**src/rtl/multicycle_sequencer.sv**
```systemverilog
// Multi-cycle RV32 control sequencer: PC, IF/RR/EX/MA/MW/RW/HALT stage machine and strobes.
// Define SEQ_RETIRE_COUNTER_EN to build the 64-bit retired-instruction counter.
module multicycle_sequencer #(
  parameter logic [31:0] RESET_PC    = 32'h0000_8000,
  parameter logic [31:0] MMIO_BASE   = 32'hF6FF_F000,
  parameter logic [31:0] MMIO_SIZE   = 32'h0000_1000,
  parameter int unsigned MEM_TIMEOUT = 255
) (
  input  logic        sysclk,
  input  logic        nrst,
  input  logic        run_i,
  input  logic [31:0] npc_i,
  input  logic        is_load_i,
  input  logic        is_store_i,
  input  logic        is_halt_i,
  input  logic        reg_we_dec_i,
  input  logic [31:0] mem_addr_i,
  input  logic        mem_ready_i,
  output logic [31:0] pc_o,
  output logic [2:0]  stage_o,
  output logic        dec_rst_o,
  output logic        alu_rst_o,
  output logic        ram_we_o,
  output logic        mmio_we_o,
  output logic        mmio_sel_o,
  output logic        reg_we_o,
  output logic        halted_o,
  output logic        bus_err_o,
  output logic [63:0] retired_o
);

  localparam logic [2:0] S_IF   = 3'd0;
  localparam logic [2:0] S_RR   = 3'd1;
  localparam logic [2:0] S_EX   = 3'd2;
  localparam logic [2:0] S_MA   = 3'd3;
  localparam logic [2:0] S_MW   = 3'd4;
  localparam logic [2:0] S_RW   = 3'd5;
  localparam logic [2:0] S_HALT = 3'd6;

  localparam int CW = (MEM_TIMEOUT > 1) ? $clog2(MEM_TIMEOUT + 1) : 1;
  localparam logic [CW-1:0] TMO = CW'(MEM_TIMEOUT);

  logic [2:0]    state;
  logic [CW-1:0] wait_cnt;
  logic [CW-1:0] cnt_inc;
  logic          hit;
  logic          mem_op;
  logic          tmo_hit;

  assign stage_o = state;
  assign hit     = (mem_addr_i & ~(MMIO_SIZE - 32'd1)) == MMIO_BASE;
  assign mem_op  = is_load_i | is_store_i;
  assign cnt_inc = wait_cnt + CW'(1);
  // Timeout fires on the MW cycle whose increment would reach the limit.
  assign tmo_hit = (MEM_TIMEOUT != 0) && (cnt_inc == TMO);

  always_ff @(posedge sysclk or negedge nrst) begin
    if (!nrst) begin
      state      <= S_IF;
      pc_o       <= RESET_PC;
      wait_cnt   <= '0;
      dec_rst_o  <= 1'b0;
      alu_rst_o  <= 1'b0;
      ram_we_o   <= 1'b0;
      mmio_we_o  <= 1'b0;
      mmio_sel_o <= 1'b0;
      reg_we_o   <= 1'b0;
      halted_o   <= 1'b0;
      bus_err_o  <= 1'b0;
    end else begin
      // Strobes are registered one edge early so they are high during their stage.
      dec_rst_o <= 1'b0;
      alu_rst_o <= 1'b0;
      ram_we_o  <= 1'b0;
      mmio_we_o <= 1'b0;
      reg_we_o  <= 1'b0;
      case (state)
        S_IF: begin
          if (run_i) begin
            state     <= S_RR;
            dec_rst_o <= 1'b1;
          end
        end
        S_RR: begin
          state     <= S_EX;
          alu_rst_o <= 1'b1;
        end
        S_EX: begin
          state      <= S_MA;
          ram_we_o   <= is_store_i & ~hit;
          mmio_we_o  <= is_store_i & hit;
          mmio_sel_o <= hit & mem_op;
        end
        S_MA: begin
          if (!mem_op || hit || mem_ready_i) begin
            state    <= S_RW;
            reg_we_o <= reg_we_dec_i;
          end else begin
            state    <= S_MW;
            wait_cnt <= '0;
          end
        end
        S_MW: begin
          if (mem_ready_i) begin
            state    <= S_RW;
            reg_we_o <= reg_we_dec_i;
          end else if (tmo_hit) begin
            state      <= S_HALT;
            bus_err_o  <= 1'b1;
            halted_o   <= 1'b1;
            mmio_sel_o <= 1'b0;
          end else begin
            wait_cnt <= cnt_inc;
          end
        end
        S_RW: begin
          mmio_sel_o <= 1'b0;
          if (is_halt_i) begin
            state    <= S_HALT;
            halted_o <= 1'b1;
          end else begin
            pc_o  <= npc_i;
            state <= S_IF;
          end
        end
        S_HALT: state <= S_HALT;
        default: state <= S_HALT;
      endcase
    end
  end

`ifdef SEQ_RETIRE_COUNTER_EN
  logic [63:0] retired_q;

  always_ff @(posedge sysclk or negedge nrst) begin
    if (!nrst)
      retired_q <= '0;
    else if (state == S_RW)
      retired_q <= retired_q + 64'd1;
  end

  assign retired_o = retired_q;
`else
  assign retired_o = 64'd0;
`endif

endmodule

```
**config.mk**
```make
export PLATFORM = sky130hd
export DESIGN_NAME = multicycle_sequencer
export DESIGN_NICKNAME = d
export VERILOG_FILES = /design/src/rtl/multicycle_sequencer.sv
export SDC_FILE = /design/constraint.sdc
export NUM_CORES = 1
export LEC_CHECK = 0
export ABC_CLOCK_PERIOD_IN_PS = 3000
export CAP_MARGIN = 20
export CELL_PAD_IN_SITES_DETAIL_PLACEMENT = 0
export CELL_PAD_IN_SITES_GLOBAL_PLACEMENT = 2
export CORE_ASPECT_RATIO = 1.1
export CORE_UTILIZATION = 20
export CTS_CLUSTER_SIZE = 28
export DETAILED_ROUTE_END_ITERATION = 16
export GPL_TIMING_DRIVEN = 0
export PLACE_DENSITY_LB_ADDON = 0.1
export SYNTH_ARGS = -nofsm -noshare
export SYNTH_HDL_FRONTEND = slang
export SYNTH_SLANG_ARGS = --single-unit
```
**constraint.sdc**
```tcl
create_clock -name sysclk -period 3 [get_ports sysclk]
set_input_delay 0.6 -clock sysclk [delete_from_list [all_inputs] [get_ports sysclk]]
set_output_delay 0.6 -clock sysclk [all_outputs]
set_load 0.05 [all_outputs]
```
Word-level counts from Yosys, hierarchy flattened
Index checks and enable logic that the tools add are counted.
W data, S select, Z words.
Word-level totals
  bits of input ports: 72
  output and inout port bits: 107
  logic and storage cells: 71
  register bits after elaboration: 51
Operators by class
  bitwise operators: 7
  equal/unequal tests: 14
  reduce and logical (&&, ||, !) cells: 13
  add/subtract/negate cells: 1
  mux-type cells: 25
Operator list (number)
  $mux W8: 3
  $eq A20 B20 Y1 const B: 1
  $pmux W3 S6: 1
  $pmux W8 S2: 1
  $mux W1: 13
  $mux W3: 4
  $ne A2 B2 Y1 const B: 6
  $add A8 B1 Y8 const B: 1
  $eq A8 B8 Y1 const B: 1
  $reduce_and A4 Y1: 2
  $eq A3 B2 Y1 const B: 2
  $eq A3 B3 Y1 const B: 2
  $reduce_and A3 Y1: 2
  $pmux W1 S2: 2
  $reduce_and A2 Y1: 2
  $reduce_bool A2 Y1: 2
  $and A1 B1 Y1: 3
  $eq A3 B1 Y1 const B: 1
  $logic_not A3 Y1: 1
  $ne A3 B3 Y1 const B: 1
  $not A1 Y1: 3
  $pmux W1 S3: 1
  $reduce_bool A3 Y1: 1
  $logic_or A1 B1 Y1: 2
  other kinds (2): 2

Longest topological paths before layout
Gate-level depths: netlist of run 1.
  depth in word-level cells: 6
  gate-level depth with buffers: 9
  depth with buffers taken out: 8

Worst setup path after synthesis of run 1
OpenSTA, ideal clock, no wires.
  kind: flip-flop to flip-flop
  start: reg state[0] (netlist: stage_o[0])
  end: reg pc_o[0]
  setup time: 0.128 ns
  arrival time: 2.234 ns
  cell stages (with the launch flop): 6
  required time: 2.872 ns
  clock period less this slack: 2.361 ns
  buffers on the path: 2
  setup slack: 0.639 ns
  cells stage by stage: dfrtp_1 -> clkbuf_1 -> inv_2 -> nor4b_1 -> buf_2 -> mux2_1
Between the ends
  longest elaborated chain between the ends: 2
RTL lines
  start: declaration: RTL line 43  | logic [2:0] state;
  start signal: assignment: RTL line 59  | state <= S_IF;
  start signal: assignment: RTL line 80  | state <= S_RR;
  start signal: assignment: RTL line 85  | state <= S_EX;
  $eq A3 B3 Y1: RTL line 77  | case (state)
  $reduce_and A2 Y1 (no line)
  end signal: assignment: RTL line 122  | pc_o <= npc_i;
  end: declaration: RTL line 19  | output logic [31:0] pc_o,
Every way passes these cells.
A chain may end at the register's enable or synchronous reset.

Worst setup path after layout of run 1
  start: reg state[0] (netlist: stage_o[0])
  end: reg pc_o[6]
The elaborated chain is that of the path after synthesis.

==> results by group, run 1 <==
Finish
  • Share of layout cells above drive strength 1: 20.0%
  • Area growth from synthesis to layout: 60.1%
  • Final core utilization: 33.3%
  • Area occupied by multi-input gates: 1210 µm²
  • Ant diodes: 0
  • Storage cell area: 1280 µm²
  • Number of flip-flops under the largest register name: 32
  • Layout Nets: 507
  • Biggest register: pc_o
  • Fill count: 1443

Global routing
  • First-pass GRT wire length: 10800 µm
  • Initial antenna violation count: 0
  • Vias in the first global route: 2108
  • Gr ovfl total: 0
  • GRT Total Usage: 9.53%
  • Largest net degree at the start of global routing: 36

STA
  • Crit path time final: 2.53 ns
  • Setup slack after layout: 0.470 ns
  • Fmax achieved: 395 MHz
  • Tcrit/Tclk final: 84.3%
  • RSZ-0062 raised after global routing: false
  • Worst Skew: 0.0104 ns
  • Count of final setup violators: 0
  • Worst Hold Slack: 0.243 ns
  • Final hold vios: 0
  • Rel. slew slack: 39.8%
  • Worst Max-Slew Pin Slew: 0.890 ns
  • Pins Over Slew Limit: 0
  • Fin Setup TNS: 0 ns

Power
  • Clock power frac: 15.6%
  • Switch Pwr: 1.89 mW
  • Combinational share of power: 56.3%
  • Cell Pwr Density: 893 nW/µm²
  • Internal power: 2.10 mW
  • Flop pwr share: 28.1%
  • Max rail drop VDD: 0.000253 V
  • Leakage power: 2.09 nW
  • Switching Share: 47.4%

Drt
  • DRT Pass-1 Iters: 4
  • Routed Antenna Nets: 0
  • WL/cell: 11.2 µm
  • # DRC: 0
  • WL final: 6910 µm
  • Initial DRC count: 76
  • Routed vias: 2298
  • Vias per inst: 3.72

CTS
  • Clock sink total: 51
  • Clk Latency, worst-skew pair: 0.29 ns
  • Clock buffer depth: 2
  • H-tree levels: 2
  • CTS tree: yes
  • TritonCTS Buffers: 5
  • Root Driver: clkbuf_16
  • CTS clk-pin slew, worst paths: 0.07 ns

Logic synthesis
  • Synth Instances: 258
  • Syn Std Cell Area: 2790 µm²
  • Dominant synthesized flop cell: dfrtp_1
  • YS warnings: 0
  • Ys async rst share: 100%
  • Post-synth EDFFs: 0
  • Seq/Total Area, Yosys: 45.7%
  • Synth Area per Inst: 10.8 µm²
  • FF+latch count, synth: 51
  • Synth unique cells: 49

Critical path
  • Slowest cell on crit path: nor4b_1
  • Critical Path Fanout Max: 10
  • Type of element capturing the critical path: flip-flop
  • WP data arrival: 2.71 ns
  • CP Launch Type: flip-flop
  • CP Cell Sequence: clkbuf_1 > inv_2 > nor4b_1 > buf_2 > mux2_1
  • Critical Path RT: 3.18 ns
  • Crit path kind: reg2reg
  • CP max stage delay: 0.80 ns

Status
  • Status: completed

Run
  • Max-cap violation count: 0

Place
  • Port Buffers: 102
  • HPWL after detailed placement: 5370 µm
  • Dpl ws: 0.0899 ns
  • Placer Congestion: 0.722

Floorplan
  • Die Width: 115 µm
  • I/O pin count: 179
  • Row count: 44
  • Core ar.: 13400 µm²
  • Starting Density: 20.8%
  • Die Ht: 126 µm
  • Die area: 14400 µm²

Hold path
  • Hold crit path type: in2async
placed cells by master (no fill, tap or decap), drive strengths merged, types with 4 or more instances in the layout:
| cell type | Yosys | final |
|---|---|---|
| clkdlybuf4s50 | 0 | 101 |
| nor2 | 7 | 7 |
| mux2 | 32 | 32 |
| nand4 | 5 | 5 |
| nor3 | 5 | 5 |
| a21oi | 5 | 5 |
| inv | 4 | 4 |
| nand2 | 13 | 13 |
| a21o | 4 | 4 |
| clkbuf | 4 | 11 |
| nand3 | 4 | 4 |
| conb | 1 | 64 |
| buf | 69 | 73 |
| dfrtp | 50 | 50 |
| o21ai | 11 | 11 |
worst paths after layout:
kind	startpoint	slack [ns]	depth (start not counted)	end
setup / recovery	stage_o[0]$_DFFE_PN0P_	0.47	5	pc_o[6]$_DFFE_PN0P_
setup reg to reg	stage_o[0]$_DFFE_PN0P_	0.47	5	pc_o[6]$_DFFE_PN0P_
min in group sysclk	halted_o$_DFFE_PN0P_	0.47	1	halted_o$_DFFE_PN0P_
hold / removal	nrst	0.24	1	pc_o[5]$_DFFE_PN0P_
max in group asynchronous	nrst	2.15	2	pc_o[15]$_DFFE_PN1P_
hold reg to reg	halted_o$_DFFE_PN0P_	0.47	1	halted_o$_DFFE_PN0P_
timing repair:
action	in CTS	in global routing
endpoints found under the setup margin	0	7
setup buffers	0	2
hold buffers	0	0
gates resized for setup	0	0
worst max-delay path: cells and delay by family (launching register included):
kind	cells	cell delay [ns]
buffers and inverters	3	0.87
flip-flops	1	0.39
multiplexers	1	0.35
AND/OR/NAND/NOR	1	0.80
area by class of cell:
class	instances	share of cell area [%]
Buffer	73	11.7
Timing Repair Buffer	105	23.5
Inverter	4	0.336
Sequential cell	51	28.6
Clock buffer	7	3.41
Clock inverter	1	0.168
Multi-Input combinational cell	193	27.2
Tap cell	184	5.15
through the flow:
stage	instance area [µm²]	instances	power [mW]
5_1_grt	4470	618	4.21
3_3_place_gp	4280	607	3.39
4_1_cts	4460	616	4.05
3_5_place_dp	4300	608	3.40
2_1_floorplan	3030	321	2.66
6_report	4470	618	3.99
power groups by stage:
stage               combinational [mW]  clock (mW)  sequential, mW
floorplan                        0.680           0            1.98
global placement                  2.26           0            1.13
detailed placement                2.26           0            1.14
CTS                               2.26       0.652            1.13
global route                      2.37       0.675            1.16
finish                            2.25       0.624            1.12
logic make-up (layout without fill, tap and decap cells):
group	after synthesis	count (layout)	share of synthesized area, %
AOI/OAI and AO/OA	38	38	9.27
DFF	51	51	45.7
other	1	64	0.134
muxes	33	33	13.3
and+or+nand+nor	56	56	11.5
adders and majority gates	2	2	0.896
buffers and inverters	77	190	19.3
cells in the mapped netlist, types with 2 or more instances:
cell	instances	area [µm²]
buf_4	65	488
dfrtp_1	50	1250
mux2_1	30	338
nand2_1	13	48.8
o21ai_0	8	40.0
nor2_1	7	26.3
a21oi_1	5	25.0
nand4_1	5	31.3
nor3_1	5	25.0
a21o_1	4	30.0
buf_2	4	20.0
clkbuf_1	4	15.0
inv_1	3	11.3
nand2b_1	3	18.8
nand3_1	3	15.0
o21ai_1	3	15.0
o31ai_1	3	22.5
or2_1	3	18.8
a21boi_0	2	15.0
a221oi_1	2	17.5
and3_1	2	12.5
and4_1	2	17.5
ha_1	2	25.0
mux2_2	2	22.5
nor2b_1	2	12.5
nor4b_1	2	17.5
o2bb2ai_1	2	17.5
layer usage:
metal  global-route usage, %  wire length, µm  vias up
met5                       0               47        -
met4                    3.28               85        2
met3                    2.41              579        7
met2                    15.3             3010      113
met1                    12.4             3180     1050
li1                        -                -     1126
Power figures use the tool's default switching activity.
==> run 2: changes to the inputs <==
ABC_CLOCK_PERIOD_IN_PS = 2400   (was 3000)
clock period = 2.4 ns   (was 3 ns; I/O delays follow)
==> run 2 against run 1 <==
Effect of this change: design area up 1.7%; total power rose by 26%; via count grew 1.8%; critical path type unchanged; largest power group unchanged; highest routed layer is now met4.
==> results by group, run 2 (synthesis gave the netlist of run 1 again) <==
Critical path
  • Slowest cell on crit path: dfrtp_2
  • CP max stage delay: 0.45 ns (-0.35 ns)
  • CP Cell Sequence: ha_2 > or2b_1 > o21bai_1 > a222oi_1 > buf_4 > or2_1 > o41ai_1 > a221oi_1
  • Crit path kind: reg2reg
  • Critical Path RT: 2.58 ns (-0.60 ns)
  • Critical Path Fanout Max: 6 (-4)
  • Type of element capturing the critical path: flip-flop
  • CP Launch Type: flip-flop
  • WP data arrival: 2.43 ns (-0.28 ns)

STA
  • Pins Over Slew Limit: 0 (unchanged)
  • Final hold vios: 0 (unchanged)
  • Worst Max-Slew Pin Slew: 0.541 ns (-0.349 ns)
  • Count of final setup violators: 0 (unchanged)
  • Rel. slew slack: 63.9% (+24 points)
  • RSZ-0062 raised after global routing: false
  • Fin Setup TNS: 0 ns (unchanged)
  • Worst Hold Slack: 0.123 ns (-0.121 ns)
  • Fmax achieved: 445 MHz (+13%)
  • Worst Skew: 0.00961 ns (-0.000817 ns)
  • Crit path time final: 2.25 ns (-0.281 ns)
  • Tcrit/Tclk final: 93.7% (+9.4 points)

Drt
  • Vias per inst: 3.76 (+1.0%)
  • # DRC: 0 (unchanged)
  • DRT Pass-1 Iters: 4 (unchanged)
  • Routed vias: 2340 (+1.8%)
  • WL final: 6960 µm (+0.72%)
  • Initial DRC count: 75 (-1.3%)
  • WL/cell: 11.2 µm (about the same)
  • Routed Antenna Nets: 0 (unchanged)

Place
  • Placed cell area: 4300 µm² (unchanged)
  • HPWL after detailed placement: 5370 µm (unchanged)
  • Port Buffers: 102 (unchanged)
  • Placer Congestion: 0.722 (unchanged)

Finish
  • Most frequent cells in the layout: 101 x clkdlybuf4s50_1, 72 x buf_4, 64 x conb_1
  • Biggest register: pc_o
  • Layout Nets: 512 (+0.99%)
  • Fill count: 1438 (-0.35%)
  • Area growth from synthesis to layout: 62.7%
  • Share of layout cells above drive strength 1: 22.1% (+2.0 points)
  • Commonest non-fill, non-tap cell in the layout: clkdlybuf4s50_1
  • Post-route cell area: 4550 µm² (+1.7%)
  • Number of flip-flops under the largest register name: 32 (unchanged)
  • Ant diodes: 0 (unchanged)

CTS
  • H-tree levels: 2 (unchanged)
  • CTS clk-pin slew, worst paths: 0.07 ns (about the same)
  • Clk Latency, worst-skew pair: 0.29 ns (about the same)
  • CTS tree: yes
  • TritonCTS Buffers: 5 (unchanged)
  • Root Driver: clkbuf_16
  • Hold-fix buffers, CTS: 0 (unchanged)
  • Clock sink total: 51 (unchanged)
  • Clock buffer depth: 2 (unchanged)

Floorplan
  • Row count: 44 (unchanged)
  • Starting Density: 20.8% (unchanged)
  • Die Ht: 126 µm (unchanged)
  • Die area: 14400 µm² (unchanged)
  • Core ar.: 13400 µm² (unchanged)
  • I/O pin count: 179 (unchanged)
  • Die Width: 115 µm (unchanged)

Global routing
  • Initial antenna violation count: 0 (unchanged)
  • Vias in the first global route: 2122 (+0.66%)
  • GRT Total Usage: 9.60% (+0.071 points)
  • First-pass GRT wire length: 10800 µm (+0.64%)
  • Largest net degree at the start of global routing: 36 (unchanged)
  • Gr ovfl total: 0 (unchanged)

Hold path
  • Hold crit path type: in2async

Status
  • Status: completed

Power
  • Cell Pwr Density: 1110 nW/µm² (+24%)
  • Max rail drop VDD: 0.000316 V (+25%)
  • Leakage power: 2.12 nW (+1.6%)

Run
  • Max-cap violation count: 0 (unchanged)
-- run 2: path summary, 6_finish.rpt --
| path | slack, ns | start | cells after the start | endpoint |
|---|---|---|---|---|
| setup reg to reg | 0.15 | wait_cnt[1]$_DFFE_PN0P_ | 8 | stage_o[1]$_DFFE_PN0P_ |
| min in group sysclk | 0.47 | halted_o$_DFFE_PN0P_ | 1 | halted_o$_DFFE_PN0P_ |
| hold / removal | 0.12 | nrst | 1 | pc_o[5]$_DFFE_PN0P_ |
| hold reg to reg | 0.47 | halted_o$_DFFE_PN0P_ | 1 | halted_o$_DFFE_PN0P_ |
| setup / recovery | 0.15 | wait_cnt[1]$_DFFE_PN0P_ | 8 | stage_o[1]$_DFFE_PN0P_ |
| max in group asynchronous | 1.66 | nrst | 2 | pc_o[15]$_DFFE_PN1P_ |
-- run 2: report_power, final --
group	total (mW)	leakage (nW)	internal [mW]	switching (mW)
clock network	0.779	0.0761	0.445	0.334
registers	1.40	0.633	1.21	0.193
logic	2.86	1.41	1.01	1.85
total	5.05	2.12	2.67	2.38
-- run 2: routing by layer --
layer	vias up	share of wire [%]	GRT usage [%]
met5	-	0	0
met4	0	1.7	3.74
met3	9	9.6	2.55
met2	126	43	15.3
met1	1074	46	12.3
li1	1131	-	-
-- run 2: stage by stage --
stage	power, mW	setup WS, ns	cells	utilization [%]
floorplan	3.32	0.0388	321	-
global placement	4.24	-0.935	607	31.9
detailed placement	4.26	-0.510	608	32.0
CTS	5.07	0.00920	619	33.4
global route	5.33	0.00985	623	33.8
finish	5.05	0.152	623	33.8
-- run 2: layout make-up --
type | count | area (µm²) | area share (%)
clock inverters | 1 | 7.51 | 0.165
multi-input cells | 193 | 1250 | 27.5
plain buffers | 73 | 523 | 11.5
well taps | 184 | 230 | 5.06
clock buffers | 7 | 153 | 3.36
inverters | 4 | 15.0 | 0.330
repair buffers | 110 | 1090 | 23.9
flip-flops and latches | 51 | 1280 | 28.2
-- run 2: timing repair --
action                                  in CTS  in global routing
endpoints found under the setup margin      43                 39
endpoints found under the hold margin        0                  0
pin swaps                                    1                  1
gates resized for setup                      2                  5
cloned                                       0                  0
buffers inserted                             3                  4
-- run 2: critical path: cells and delay by family (launching register included) --
| kind | cells | cell delay (ns) |
|---|---|---|
| flip-flops | 1 | 0.45 |
| adder cells (fa/ha/maj) | 1 | 0.21 |
| AO/OA/AOI/OAI | 4 | 0.88 |
| AND/OR/NAND/NOR | 2 | 0.38 |
| buffers and inverters | 1 | 0.21 |
